--- config.mk ---
export PLATFORM = sky130hd
export DESIGN_NAME = alu_seq
export DESIGN_NICKNAME = d
export VERILOG_FILES = /design/src/rtl/alu_seq.sv
export SDC_FILE = /design/constraint.sdc
export NUM_CORES = 1
export LEC_CHECK = 0
export CORE_MARGIN = 2
export CORE_UTILIZATION = 50
export DETAILED_ROUTE_END_ITERATION = 7
export GPL_ROUTABILITY_DRIVEN = 0
export GPL_TIMING_DRIVEN = 0
export MAX_ROUTING_LAYER = met4
export PLACE_DENSITY = 0.68
export SLEW_MARGIN = 15
export SYNTH_ARGS = -nofsm -noshare
export SYNTH_HDL_FRONTEND = slang
export SYNTH_SLANG_ARGS = --single-unit
--- constraint.sdc ---
create_clock -name clk -period 3.3 [get_ports clk]
set_input_delay 0.495 -clock clk [delete_from_list [all_inputs] [get_ports clk]]
set_output_delay 0.495 -clock clk [all_outputs]
set_load 0.02 [all_outputs]
--- src/rtl/alu_seq.sv ---
// alu_seq: clocked ALU with valid/ready handshakes on request and result.
// Single-cycle ops (0-11, divide by zero, or all of 12-15 when ENABLE_MULDIV=0)
// finish on the accept edge. MUL/MULH/DIV/MOD iterate one bit per edge using a
// shared hi/lo shift pair: shift-add for multiply, restoring for divide.
//
// Ports:
//   clk, rst_n                   clock, async active-low reset
//   in_valid/in_ready            request handshake; opcode/in1/in2/carry
//                                are latched on acceptance
//   out_valid/out_ready          result handshake; out/carry_out are
//                                registered and held while stalled
module alu_seq #(
  parameter int DATA_WIDTH    = 16,
  parameter bit ENABLE_MULDIV = 1'b1
) (
  input  logic                  clk,
  input  logic                  rst_n,
  input  logic                  in_valid,
  output logic                  in_ready,
  input  logic [3:0]            opcode,
  input  logic [DATA_WIDTH-1:0] in1,
  input  logic [DATA_WIDTH-1:0] in2,
  input  logic                  carry,
  output logic                  out_valid,
  input  logic                  out_ready,
  output logic [DATA_WIDTH-1:0] out,
  output logic                  carry_out
);
  localparam int W  = DATA_WIDTH;
  localparam int SW = $clog2(W);

  typedef enum logic [1:0] {IDLE, BUSY, DONE} state_t;

  state_t         state, state_nx;
  logic [1:0]     mop_q;   // low opcode bits; BUSY implies opcode[3:2]==2'b11
  logic [W-1:0]   hi_q, lo_q, b_q;
  logic [SW-1:0]  cnt_q;

  logic           accept, is_multi;
  logic [SW-1:0]  sh;
  logic [W-1:0]   sc_out;
  logic           sc_co;
  logic [W:0]     wide_l, wide_r;
  logic signed [W:0] wide_a;
  logic [2*W-1:0] rot;

  logic [W:0]     mul_sum, div_sh, div_rem;
  logic           div_ge;
  logic [W-1:0]   hi_nx, lo_nx, it_out;
  logic           it_co;

  assign in_ready  = (state == IDLE) || (state == DONE && out_ready);
  assign out_valid = (state == DONE);
  assign accept    = in_valid && in_ready;
  assign sh        = in2[SW-1:0];

  // Divide by zero never iterates; it resolves on the accept edge.
  assign is_multi = ENABLE_MULDIV && (opcode[3:2] == 2'b11) &&
                    !(opcode[1] && (in2 == '0));

  // Single-cycle result, computed straight from the request inputs.
  always_comb begin
    sc_out = '0;
    sc_co  = 1'b0;
    // Shift helpers: the extra bit catches the last bit shifted out.
    wide_l = {1'b0, in1} << sh;
    wide_r = {in1, 1'b0} >> sh;
    wide_a = $signed({in1, 1'b0}) >>> sh;
    rot    = {in1, in1} << sh;
    case (opcode)
      4'd0:  {sc_co, sc_out} = {1'b0, in1} + {1'b0, in2};
      4'd1:  {sc_co, sc_out} = {1'b0, in1} + {1'b0, in2} + {{W{1'b0}}, carry};
      4'd2:  {sc_co, sc_out} = {1'b0, in1} + {1'b0, ~in2} + {{W{1'b0}}, 1'b1};
      4'd3:  {sc_co, sc_out} = {1'b0, in1} + {1'b0, ~in2} + {{W{1'b0}}, carry};
      4'd4:  sc_out = in1 & in2;
      4'd5:  sc_out = in1 | in2;
      4'd6:  sc_out = in1 ^ in2;
      4'd7:  sc_out = ~in1;
      4'd8, 4'd9, 4'd10: begin
        if (sh == '0) begin
          sc_out = in1;
          sc_co  = carry;
        end else if (opcode == 4'd8) begin
          {sc_co, sc_out} = wide_l;
        end else if (opcode == 4'd9) begin
          {sc_out, sc_co} = wide_r;
        end else begin
          {sc_out, sc_co} = wide_a;
        end
      end
      4'd11: sc_out = rot[2*W-1:W];
      default: begin
        // 12-15 land here only as divide-by-zero or with muldiv disabled.
        if (ENABLE_MULDIV && opcode == 4'd14) begin
          sc_out = '1;
          sc_co  = 1'b1;
        end else if (ENABLE_MULDIV && opcode == 4'd15) begin
          sc_out = in1;
          sc_co  = 1'b1;
        end
      end
    endcase
  end

  // One iteration step. Multiply: hi accumulates, lo holds the multiplier and
  // fills with product bits from the top. Divide: hi is the partial remainder,
  // lo shifts the dividend out and the quotient in.
  always_comb begin
    mul_sum = {1'b0, hi_q} + (lo_q[0] ? {1'b0, b_q} : '0);
    div_sh  = {hi_q, lo_q[W-1]};
    div_ge  = (div_sh >= {1'b0, b_q});
    div_rem = div_sh - {1'b0, b_q};
    if (!mop_q[1]) begin
      hi_nx = mul_sum[W:1];
      lo_nx = {mul_sum[0], lo_q[W-1:1]};
    end else begin
      hi_nx = div_ge ? div_rem[W-1:0] : div_sh[W-1:0];
      lo_nx = {lo_q[W-2:0], div_ge};
    end
    it_co = 1'b0;
    case (mop_q)
      2'd0: begin it_out = lo_nx; it_co = |hi_nx; end
      2'd1: it_out = hi_nx;
      2'd2: it_out = lo_nx;
      default: it_out = hi_nx;
    endcase
  end

  always_comb begin
    state_nx = state;
    case (state)
      IDLE: if (accept) state_nx = is_multi ? BUSY : DONE;
      BUSY: if (cnt_q == '0) state_nx = DONE;
      DONE: if (out_ready) state_nx = accept ? (is_multi ? BUSY : DONE) : IDLE;
      default: state_nx = IDLE;
    endcase
  end

  always_ff @(posedge clk or negedge rst_n) begin
    if (!rst_n) begin
      state     <= IDLE;
      mop_q     <= '0;
      hi_q      <= '0;
      lo_q      <= '0;
      b_q       <= '0;
      cnt_q     <= '0;
      out       <= '0;
      carry_out <= 1'b0;
    end else begin
      state <= state_nx;
      if (accept) begin
        mop_q <= opcode[1:0];
        b_q   <= in2;
        hi_q  <= '0;
        lo_q  <= in1;
        cnt_q <= SW'(W-1);
        if (!is_multi) begin
          out       <= sc_out;
          carry_out <= sc_co;
        end
      end else if (state == BUSY) begin
        hi_q  <= hi_nx;
        lo_q  <= lo_nx;
        cnt_q <= cnt_q - 1'b1;
        if (cnt_q == '0) begin
          out       <= it_out;
          carry_out <= it_co;
        end
      end
    end
  end

endmodule

# Yosys cells after proc, flatten, opt, wreduce, memory -nomap -nowiden
# Index checks and enable logic that the tools add are counted.
[op_classes] addsub=8 reduce_logical=20 muxes=38 div_mod_pow=0 n_eq_ne=21 order_cmp=1 shift=4 multipliers=0 n_bitwise=5
[ops] cell="$mux W16" count=18
[ops] cell="$pmux W16 S10" count=1
[ops] cell="$add A16 B16 Y17" count=3
[ops] cell="$add A17 B1 Y17" count=2
[ops] cell="$not A16 Y16" count=2
[ops] cell="$shl A32 B4 Y32" count=1
[ops] cell="$eq A4 B4 Y1 const B" count=6
[ops] cell="$add A17 B1 Y17 const B" count=1
[ops] cell="$ge A17 B16 Y1" count=1
[ops] cell="$shl A16 B4 Y17" count=1
[ops] cell="$shr A17 B4 Y17" count=1
[ops] cell="$sshr A17 B4 Y17" count=1
[ops] cell="$and A16 B16 Y16" count=1
[ops] cell="$eq A4 B3 Y1 const B" count=4
[ops] cell="$logic_not A16 Y1" count=1
[ops] cell="$or A16 B16 Y16" count=1
[ops] cell="$reduce_or A16 Y1" count=1
[ops] cell="$sub A16 B16 Y16" count=1
[ops] cell="$xor A16 B16 Y16" count=1
[ops] cell="$logic_not A4 Y1" count=3
[ops] cell="$mux W1" count=10
[ops] cell="$mux W2" count=5
[ops] cell="$eq A4 B2 Y1 const B" count=2
[ops] cell="$mux W4" count=2
[ops] cell="other kinds (17)" count=27
[totals] n_memories=0 romBits=0 regBits=73 mem_bits_rw=0 inputBits=41 latchBits=0 wordCells=105 output_inout_bits=19

# Depth between registers and ports, before layout
# Gate-level depths: netlist of the first run.
[depth] ltp_word=8 mapped_depth=17 mapped_depth_nobuf=14

# Least setup slack after synthesis of the first run
# OpenSTA, ideal clock, no wires.
[synth_timing] kind="input to register" start="in in2[2]" end="reg out[15]" t_required_ns=3.177 setup_ns=0.123 n_path_buf=4 cell_stages=16 slack_ns=-1.025 t_arrival_ns=4.202 cell_sequence="buf_2 > clkinv_1 > clkbuf_1 > buf_1 > ha_1 > buf_4 > nand2b_1 > a2111o_1 > a31oi_1 > o21a_1 > xnor2_1 > nand4_1 > or4b_1 > a31oi_1 > o211ai_1 > o221a_2"
[synth_via] elab_chain_len=7 elab_cells_between_ends=23 cone_classes="add/sub (5); eq/ne (1); shift (4); mux (6); bitwise (1); reduce/logical (6)"
[synth_lines] item="start: declaration" line="22" rtl="input logic [DATA_WIDTH-1:0] in2,"
[synth_lines] item="parallel branches: the longest is 7 deep, another holds $add A16 B16 Y17"
[synth_lines] item="end signal: assignment" line="158" rtl="out <= sc_out;"
[synth_lines] item="end signal: assignment" line="166" rtl="out <= it_out;"
[synth_lines] item="end: declaration" line="26" rtl="output logic [DATA_WIDTH-1:0] out,"
# Parallel ways; which one is timed is not known. The select of a mux whose other input is x is not followed.
# A chain may end at the register's enable or synchronous reset.

# Worst setup path after layout of the first run
[layout_timing] start="in in1[1]" end="reg out[14]"
[layout_via] elab_chain_len=7 elab_cells_between_ends=15 cone_classes="add/sub (5); shift (4); mux (6)"
[layout_lines] item="start: declaration" line="21" rtl="input logic [DATA_WIDTH-1:0] in1,"
[layout_lines] item="parallel branches: the longest is 4 deep, another holds $add A16 B16 Y17"
[layout_lines] item="$pmux W16 S10 (*)" line="70" rtl="case (opcode)"
[layout_lines] item="$mux W16 (*)" line="157" rtl="if (!is_multi) begin"
[layout_lines] item="$mux W16 (*)" line="151" rtl="if (accept) begin"
# Mark *: on every way between the ends. The select of a mux whose other input is x is not followed.

==> metrics.log, run 1 <==
[metrics] FF-to-FF Start: lo_q[0]$_DFFE_PN0P_
[metrics] number of levels the H-tree was split into: 3
[metrics] overall power: 7.31 mW
[metrics] delay contributed by the slowest stage of the critical path: about 0.33 ns
[metrics] clock-pin slew of the registers on the worst-case setup and hold paths: around 0.06 ns
[metrics] library cell with the highest instance count after synthesis: sky130_fd_sc_hd__nand2_1
[metrics] Synth warnings: 0
[metrics] Bufs on Longest Clock Path: 2
[metrics] placed inst area: ~0.013 mm^2
[metrics] critical register-to-register path endpoint: carry_out$_DFFE_PN0P_
[metrics] final wirelength: ~53 mm
[metrics] final net count: approximately 1,900
[metrics] clock tree from TritonCTS: built
[metrics] placement-stage worst setup slack: -1.98 ns
[metrics] average vias per placed instance: around 7
[metrics] combinational family with the most area after synthesis: compound AO/OA/AOI/OAI gates
[metrics] final cell count without fillers: 2,061
[metrics] run status: finished with violations
[metrics] core area: 0.0233 mm^2
[metrics] worst path arrival time: a little under 4 ns
[metrics] worst path cell trace: buf_4, buf_8, clkinvlp_4, ha_4, nand2b_4, a221oi_2, o22ai_2, o21a_4, o211ai_1, nand4_1, buf_4, or3_1, a31oi_1, o211ai_1, o221a_2
[metrics] RSZ-0062 raised after global routing: true
[metrics] post-layout instance area: around 0.015 mm^2
[metrics] remaining global-route overflow: 0
[metrics] count of nets left with antenna violations after detail routing: 0
[metrics] part of the Yosys area used for sequential elements: 15.6%
[metrics] area share of xor/xnor cells in the synthesized design: approximately 5.7%
[metrics] cell type with the highest aggregate area in the netlist: sky130_fd_sc_hd__dfrtp_1
[metrics] # port buffers: 58
[metrics] reported leakage power: 6.21 nW
[metrics] maximum achievable frequency: 272 MHz
[metrics] count of state elements after synthesis: 73
[metrics] fraction of layout instances using a drive strength above 1: 25.0%
[metrics] element type at the critical path end: flop
[metrics] number of unique standard cell types used by synthesis: 91
[metrics] synthesized netlist net count: 1,698
[metrics] number of CTS-inserted buffers: 9
[metrics] CP bufs+invs: 4
[metrics] Fin Clk Skew: ~0.0074 ns
[metrics] number of cells on the worst reg-to-reg path: 14
[metrics] standard-cell rows: between 50 and 60
[metrics] vias in the first global route: approximately 14,000
[metrics] data required time of the worst path: around 3.5 ns
[metrics] time the worst path needs with I/O delays and setup: 3.67 ns
[metrics] syn avg cell area: 7.51 um^2
[metrics] PD cells: between 400 and 500 mW/mm^2
[metrics] area of the die: between 0.02 and 0.025 mm^2
[metrics] area of the mapped netlist: roughly 0.012 mm^2
[metrics] fill count: between 1,500 and 2,000
[metrics] clock root buffer: sky130_fd_sc_hd__clkbuf_16
[metrics] crit path launch type: input pin
[metrics] slack of the worst reg-to-reg path: -0.15 ns
[metrics] drt first pass iters: 7
[metrics] post-synthesis share of cell area spent on full adders, half adders and majority gates: between 10% and 20%
[metrics] violations in the final reports: negative setup slack
[metrics] Post-synth ARST share: 100%
[metrics] first-pass GRT wire length: 76.7 mm
[metrics] worst hold margin: 0.0515 ns
[metrics] top-area cell type share of the netlist area: 15.6%
[metrics] DIE HEIGHT: approximately 160 um
[metrics] largest delay contributor family on the critical path: compound AO/OA/AOI/OAI gates
[metrics] maximum fanout along the worst path: 8
[metrics] Commonest cells post-synth: sky130_fd_sc_hd__nand2_1, sky130_fd_sc_hd__nor2_1, sky130_fd_sc_hd__a21oi_1, sky130_fd_sc_hd__o21ai_0, sky130_fd_sc_hd__ha_1
[metrics] count of mapped cells out of synthesis: between 1,500 and 2,000
[metrics] maximum number of pins on one net before global-route repair: 54
[metrics] worst path setup slack after routing: -0.371 ns
[metrics] main area contributors after synthesis: sky130_fd_sc_hd__dfrtp_1, sky130_fd_sc_hd__ha_1, sky130_fd_sc_hd__mux4_2, sky130_fd_sc_hd__a21oi_1, sky130_fd_sc_hd__nand2_1
[metrics] detailed-placement wirelength estimate: 38.0 mm
[metrics] antenna violations before repair: 1
[metrics] EDFF count, synth: 0
[metrics] worst hold path type: input pin to asynchronous set/reset pin
[metrics] final-report max-slew violation count: 0
[metrics] Setup CP Type: input pin to flop
[metrics] IO Pins: 60
[metrics] tightest slew margin relative to the limit: approximately two fifths
[metrics] final routed wire length divided by cell count: between 20 and 30 um
[metrics] Die Width: roughly 160 um
[metrics] starting density of the core: around half
[metrics] Post-Synth Simple-Gate Area: between 20% and 30%
[metrics] DRC errors left: 0
[metrics] maximum ir drop on the vdd rail: 0.000398 V
[metrics] Worst-Skew Late Latency: around 0.34 ns
[metrics] overall global routing resource usage: around two fifths
[metrics] actual slew at the worst max-slew pin: approximately 0.9 ns
[metrics] cell total after placement: approximately 2,000
[metrics] total via count in the routed design: approximately 15,000
[metrics] total setup violations reported at the end of the flow: 11
[metrics] most frequently used flop master after synthesis: sky130_fd_sc_hd__dfrtp_1
[metrics] final critical-path share of the clock period: 111%
[metrics] Critical-path top delay cell: sky130_fd_sc_hd__o211ai_1
[metrics] MaxCap Viol Count: 0
[metrics] clk sink count: 73
[metrics] total count of hold-check failures in the final report: 0
[metrics] mux cell area share after synthesis: roughly 10%
[metrics] number of violations reported at the end of detailed-routing iteration 0: about 2,100
[metrics] compound-cell area share of the yosys netlist: 29.8%
[metrics] Area Overhead vs Synth: 30.3%
cell type report:
cell class | instances | area, um^2 | area share (%)
clock buffer | 10 | 239 | 1.56
sequential | 73 | 1830 | 12.0
multi-input combinational | 1296 | 10200 | 66.8
tap | 319 | 399 | 2.61
inverter | 83 | 384 | 2.51
timing repair buffer | 171 | 1470 | 9.62
buffer | 102 | 667 | 4.36
clock inverter | 5 | 80.1 | 0.523
antenna | 2 | 5.00 | 0.0327
metal layers:
| metal | routed length, um | track usage, % | vias to the layer above |
|---|---|---|---|
| li1 | - | - | 6191 |
| met1 | 18900 | 49.4 | 6737 |
| met2 | 23700 | 66.8 | 1226 |
| met3 | 6040 | 7.21 | 423 |
| met4 | 4630 | 23.2 | 0 |
| met5 | 0 | - | - |
through the flow:
step / TNS [ns] / utilization [%]
2_1_floorplan: -1.35 / -
3_3_place_gp: -92.46 / 55.6
3_5_place_dp: -24.76 / 55.7
4_1_cts: -2.14 / 62.0
5_1_grt: -2.87 / 65.8
6_report: -2.01 / 65.8
worst max path at each step:
stage                start             endpoint  depth (start not counted)
floorplan           in2[3]  out[15]$_DFFE_PN0P_                         16
global placement    in2[1]  out[15]$_DFFE_PN0P_                         12
detailed placement  in1[9]  out[15]$_DFFE_PN0P_                         14
CTS                 in2[3]  out[15]$_DFFE_PN0P_                         18
global route        in1[2]  out[15]$_DFFE_PN0P_                         16
finish              in1[1]  out[14]$_DFFE_PN0P_                         15
cells by family after synthesis:
logic type	Yosys count
xor gates and xnor gates	76
adders and majority gates	93
AOI/OAI and AO/OA	519
DFF	73
and+or+nand+nor	528
muxes	80
buffers and inverters	195
what timing repair did:
item                                    CTS  global route
pin swaps                                45            65
cloned                                    0             1
hold buffers                              0             0
gates resized for setup                 248           186
endpoints found under the setup margin   25            21
buffers inserted                         56            56
state kept, by name (all words and copies together), names as in the netlist:
register	cells
b_q	16
carry_out	1
cnt_q	4
hi_q	16
lo_q	16
mop_q	2
out	16
state	2
where the power goes:
part / total, mW / switching, mW / internal [mW] / leakage (nW)
clock network: 1.07 / 0.389 / 0.677 / 0.151
registers: 1.40 / 0.237 / 1.16 / 0.893
logic: 4.85 / 2.85 / 2.00 / 5.17
layout by cell type (no fill, tap or decap), types with 24 or more instances in the layout:
cell / n
sky130_fd_sc_hd__a21oi_1: 106
sky130_fd_sc_hd__and2_1: 33
sky130_fd_sc_hd__buf_4: 109
sky130_fd_sc_hd__clkbuf_1: 43
sky130_fd_sc_hd__clkdlybuf4s50_1: 27
sky130_fd_sc_hd__dfrtp_1: 71
sky130_fd_sc_hd__ha_1: 69
sky130_fd_sc_hd__inv_1: 58
sky130_fd_sc_hd__mux2i_1: 43
sky130_fd_sc_hd__mux4_2: 31
sky130_fd_sc_hd__nand2_1: 149
sky130_fd_sc_hd__nand3_1: 56
sky130_fd_sc_hd__nor2_1: 117
sky130_fd_sc_hd__nor3_1: 24
sky130_fd_sc_hd__o21ai_0: 100
sky130_fd_sc_hd__o221ai_1: 26
sky130_fd_sc_hd__xnor2_1: 41
Note: power is estimated with default switching activity, not from simulation.
==> inputs of run 2 (changes only) <==
--- a/config.mk
+++ b/config.mk
@@ -5,6 +5,7 @@
 export SDC_FILE = /design/constraint.sdc
 export NUM_CORES = 1
 export LEC_CHECK = 0
+export ABC_AREA = 1
 export CORE_MARGIN = 2
 export CORE_UTILIZATION = 50
 export DETAILED_ROUTE_END_ITERATION = 7
@@ -12,6 +13,7 @@
 export GPL_TIMING_DRIVEN = 0
 export MAX_ROUTING_LAYER = met4
 export PLACE_DENSITY = 0.68
+export SKIP_LAST_GASP = 1
 export SLEW_MARGIN = 15
 export SYNTH_ARGS = -nofsm -noshare
 export SYNTH_HDL_FRONTEND = slang
==> metrics.log, run 2 <==
[metrics] Sw Pwr: roughly 4.7 mW
[metrics] clock-pin slew of the registers on the worst-case setup and hold paths: ~0.060 ns
[metrics] standard-cell rows: 56
[metrics] PD cells: approximately 600 mW/mm^2
[metrics] # port buffers: 57
[metrics] first-pass GRT wire length: 78.7 mm
[metrics] Switching Share: 55.7%
[metrics] internal portion of total power: about 3.8 mW
[metrics] MaxCap Viol Count: 0
[metrics] syn avg cell area: 5.69 um^2
[metrics] post-synthesis share of cell area spent on full adders, half adders and majority gates: around a tenth
[metrics] placement-stage worst setup slack: -1.51 ns
[metrics] antenna violations before repair: 0
[metrics] maximum fanout along the worst path: 8
[metrics] maximum number of pins on one net before global-route repair: 57
[metrics] part of the Yosys area used for sequential elements: between 10% and 20%
[metrics] clock root buffer: sky130_fd_sc_hd__clkbuf_16
[metrics] Die Width: between 150 and 200 um
[metrics] Synth warnings: 0
[metrics] sequential group share of total power: 19.3%
[metrics] starting density of the core: around 50%
[metrics] core area: 0.0235 mm^2
[metrics] overall global routing resource usage: between 40% and 50%
[metrics] Util after Layout: a little under 60%
[metrics] run status: finished with violations
[metrics] Commonest cells post-synth: sky130_fd_sc_hd__nand2_1, sky130_fd_sc_hd__inv_1, sky130_fd_sc_hd__nor2_1, sky130_fd_sc_hd__nand3_1, sky130_fd_sc_hd__o21ai_0
[metrics] most frequently used flop master after synthesis: sky130_fd_sc_hd__dfrtp_1
[metrics] tightest slew margin relative to the limit: 49.7%
[metrics] total count of hold-check failures in the final report: 0
[metrics] RSZ-0062 raised after global routing: true
[metrics] final wirelength: 52.3 mm
[metrics] Post-Synth Simple-Gate Area: roughly 40%
[metrics] time the worst path needs with I/O delays and setup: around 3.3 ns
[metrics] reported leakage power: 7.06 nW
[metrics] area of the die: ~0.025 mm^2
[metrics] DIE HEIGHT: around 160 um
[metrics] vias in the first global route: 14,000
[metrics] EDFF count, synth: 0
[metrics] combinational family with the most area after synthesis: simple AND/OR/NAND/NOR gates
[metrics] Setup CP Type: input pin to flop
[metrics] total setup violations reported at the end of the flow: 1
[metrics] data required time of the worst path: ~3.5 ns
[metrics] drt first pass iters: 8
[metrics] final routed wire length divided by cell count: between 20 and 25 um
[metrics] Area Overhead vs Synth: 16.9%
[metrics] synthesized netlist net count: between 2,000 and 2,500
[metrics] clock tree from TritonCTS: built
[metrics] top-area cell type share of the netlist area: approximately a fifth
[metrics] worst path arrival time: about 3.5 ns
[metrics] proportion of power drawn by the clock network: a little over a tenth
[metrics] detailed-placement wirelength estimate: roughly 42 mm
[metrics] compound-cell area share of the yosys netlist: 19.5%
[metrics] number of levels the H-tree was split into: 3
[metrics] clk sink count: 73
[metrics] library cell with the highest instance count after synthesis: sky130_fd_sc_hd__nand2_1
[metrics] crit path launch type: input pin
[metrics] placed inst area: between 0.01 and 0.015 mm^2
[metrics] worst path setup slack after routing: -0.00847 ns
[metrics] cell type with the highest aggregate area in the netlist: sky130_fd_sc_hd__nand2_1
[metrics] element type at the critical path end: flop
[metrics] count of nets left with antenna violations after detail routing: 0
[metrics] area share of xor/xnor cells in the synthesized design: 1.40%
[metrics] post-cts hold buffer count: 0
[metrics] maximum ir drop on the vdd rail: about 0.00033 V
[metrics] final critical-path share of the clock period: 100%
[metrics] total via count in the routed design: ~16,000
[metrics] Bufs on Longest Clock Path: 2
[metrics] worst hold margin: 0.0230 ns
[metrics] fraction of layout instances using a drive strength above 1: around 12%
[metrics] most common cell after layout, fill and taps aside: sky130_fd_sc_hd__nand2_1
[metrics] area of the mapped netlist: 0.0120 mm^2
[metrics] Post-synth ARST share: 100%
[metrics] actual slew at the worst max-slew pin: between 0.7 and 0.8 ns
[metrics] highest-count cells in the layout ignoring fill and taps: sky130_fd_sc_hd__nand2_1, sky130_fd_sc_hd__inv_1, sky130_fd_sc_hd__nand3_1
[metrics] IO Pins: 60
[metrics] remaining global-route overflow: 0
[metrics] mux cell area share after synthesis: roughly 1.2%
[metrics] DRC errors left: 0
[metrics] number of unique standard cell types used by synthesis: 58
[metrics] count of state elements after synthesis: 73
[metrics] number of CTS-inserted buffers: 9
[metrics] count of mapped cells out of synthesis: 2,111
[metrics] average vias per placed instance: a little over 6
[metrics] overall power: approximately 8.5 mW
[metrics] Worst-Skew Late Latency: about 0.34 ns
[metrics] maximum achievable frequency: ~300 MHz
[metrics] combinational power share: 70.0%
[metrics] main area contributors after synthesis: sky130_fd_sc_hd__nand2_1, sky130_fd_sc_hd__dfrtp_1, sky130_fd_sc_hd__ha_1, sky130_fd_sc_hd__inv_1, sky130_fd_sc_hd__nand3_1
[metrics] worst hold path type: input pin to asynchronous set/reset pin
[metrics] violations in the final reports: negative setup slack
[metrics] number of antenna repair diodes: 0
[metrics] final net count: between 2,000 and 2,500
[metrics] post-layout instance area: 0.0140 mm^2
[metrics] number of violations reported at the end of detailed-routing iteration 0: about 2,000
[metrics] Fin Clk Skew: between 0.003 and 0.004 ns
[metrics] final-report max-slew violation count: 0
-- run 2: changes by cell type after synthesis, moves of 38 or more --
| cell | before | now |
|---|---|---|
| sky130_fd_sc_hd__o21ai_0 | 106 | 152 |
| sky130_fd_sc_hd__inv_1 | 75 | 286 |
| sky130_fd_sc_hd__xnor2_1 | 55 | 6 |
| sky130_fd_sc_hd__nand3_1 | 58 | 188 |
| sky130_fd_sc_hd__clkbuf_1 | 81 | 43 |
| sky130_fd_sc_hd__nand2_1 | 155 | 626 |
| sky130_fd_sc_hd__nor2_1 | 122 | 192 |
-- run 2: layer usage --
metal / global-route usage [%] / up-vias / wire length, um
li1: - / 7160 / -
met1: 50.4 / 6961 / 20100
met2: 60.4 / 1137 / 21900
met3: 8.31 / 293 / 6120
met4: 26.3 / 0 / 4190
met5: - / - / 0
-- run 2: final cells by class --
class | instances | area, um^2
Timing Repair Buffer | 82 | 801
Fill cell | 2455 | 9500
Tap cell | 319 | 399
Buffer | 73 | 415
Clock buffer | 10 | 229
Inverter | 306 | 1180
Multi-Input combinational cell | 1656 | 9140
Sequential cell | 73 | 1830
Clock inverter | 6 | 42.5
-- run 2: cells by family (layout without fill, tap and decap cells) --
logic type / after synthesis / count (layout)
XOR/XNOR: 14 / 14
adder cells (fa/ha/maj): 93 / 93
AO/OA/AOI/OAI: 405 / 405
AND/OR/NAND/NOR: 1130 / 1130
buffers and inverters: 382 / 477
multiplexers: 14 / 14
flip-flops: 73 / 73
-- run 2: metrics by stage --
step	instances	setup TNS, ns
global placement	2487	-81.91
CTS	2509	0
floorplan	2111	0
finish	2525	-0.00847
detailed placement	2488	-20.34
global route	2525	-0.185
-- run 2: power groups by stage --
stage / sequential (mW) / combinational [mW] / clock [mW]
after floorplan: 1.62 / 3.73 / 0
after global placement: 1.60 / 5.44 / 0
after detailed placement: 1.61 / 5.51 / 0
after CTS: 1.62 / 5.58 / 0.906
after global routing: 1.68 / 6.46 / 0.946
final: 1.63 / 5.93 / 0.909
-- run 2: worst paths after layout --
| kind | slack (ns) | cells past startpoint | start | to |
|---|---|---|---|---|
| setup / recovery | -0.008 | 16 | in1[14] | out[15]$_DFFE_PN0P_ |
| hold / removal | 0.02 | 1 | rst_n | hi_q[1]$_DFFE_PN0P_ |
| setup reg to reg | 0.23 | 21 | lo_q[0]$_DFFE_PN0P_ | carry_out$_DFFE_PN0P_ |
| hold reg to reg | 0.48 | 2 | out[15]$_DFFE_PN0P_ | out[15]$_DFFE_PN0P_ |
| max in group asynchronous | 2.67 | 2 | rst_n | lo_q[0]$_DFFE_PN0P_ |
| min in group clk | 0.48 | 2 | out[15]$_DFFE_PN0P_ | out[15]$_DFFE_PN0P_ |
-- run 2: critical path, cell delays in order --
cell and delay, ns:
sky130_fd_sc_hd__clkdlybuf4s15_1 0.46, sky130_fd_sc_hd__clkinvlp_4 0.24, sky130_fd_sc_hd__ha_1 0.33, sky130_fd_sc_hd__clkbuf_4 0.20
sky130_fd_sc_hd__a21oi_1 0.21, sky130_fd_sc_hd__o21ai_0 0.15, sky130_fd_sc_hd__a21oi_2 0.19, sky130_fd_sc_hd__nand3_1 0.14
sky130_fd_sc_hd__nand2_2 0.11, sky130_fd_sc_hd__nor2_1 0.09, sky130_fd_sc_hd__a311oi_2 0.40, sky130_fd_sc_hd__nand2_1 0.10
sky130_fd_sc_hd__nor2_1 0.15, sky130_fd_sc_hd__nand3_1 0.12, sky130_fd_sc_hd__nand2_1 0.10, sky130_fd_sc_hd__nand2_1 0.05
-- run 2: repair_timing --
action	4_1_cts	5_1_grt
pin swaps	8	27
resized for setup	96	148
setup buffers	8	15
cloned	0	1
setup endpoints to repair	16	16
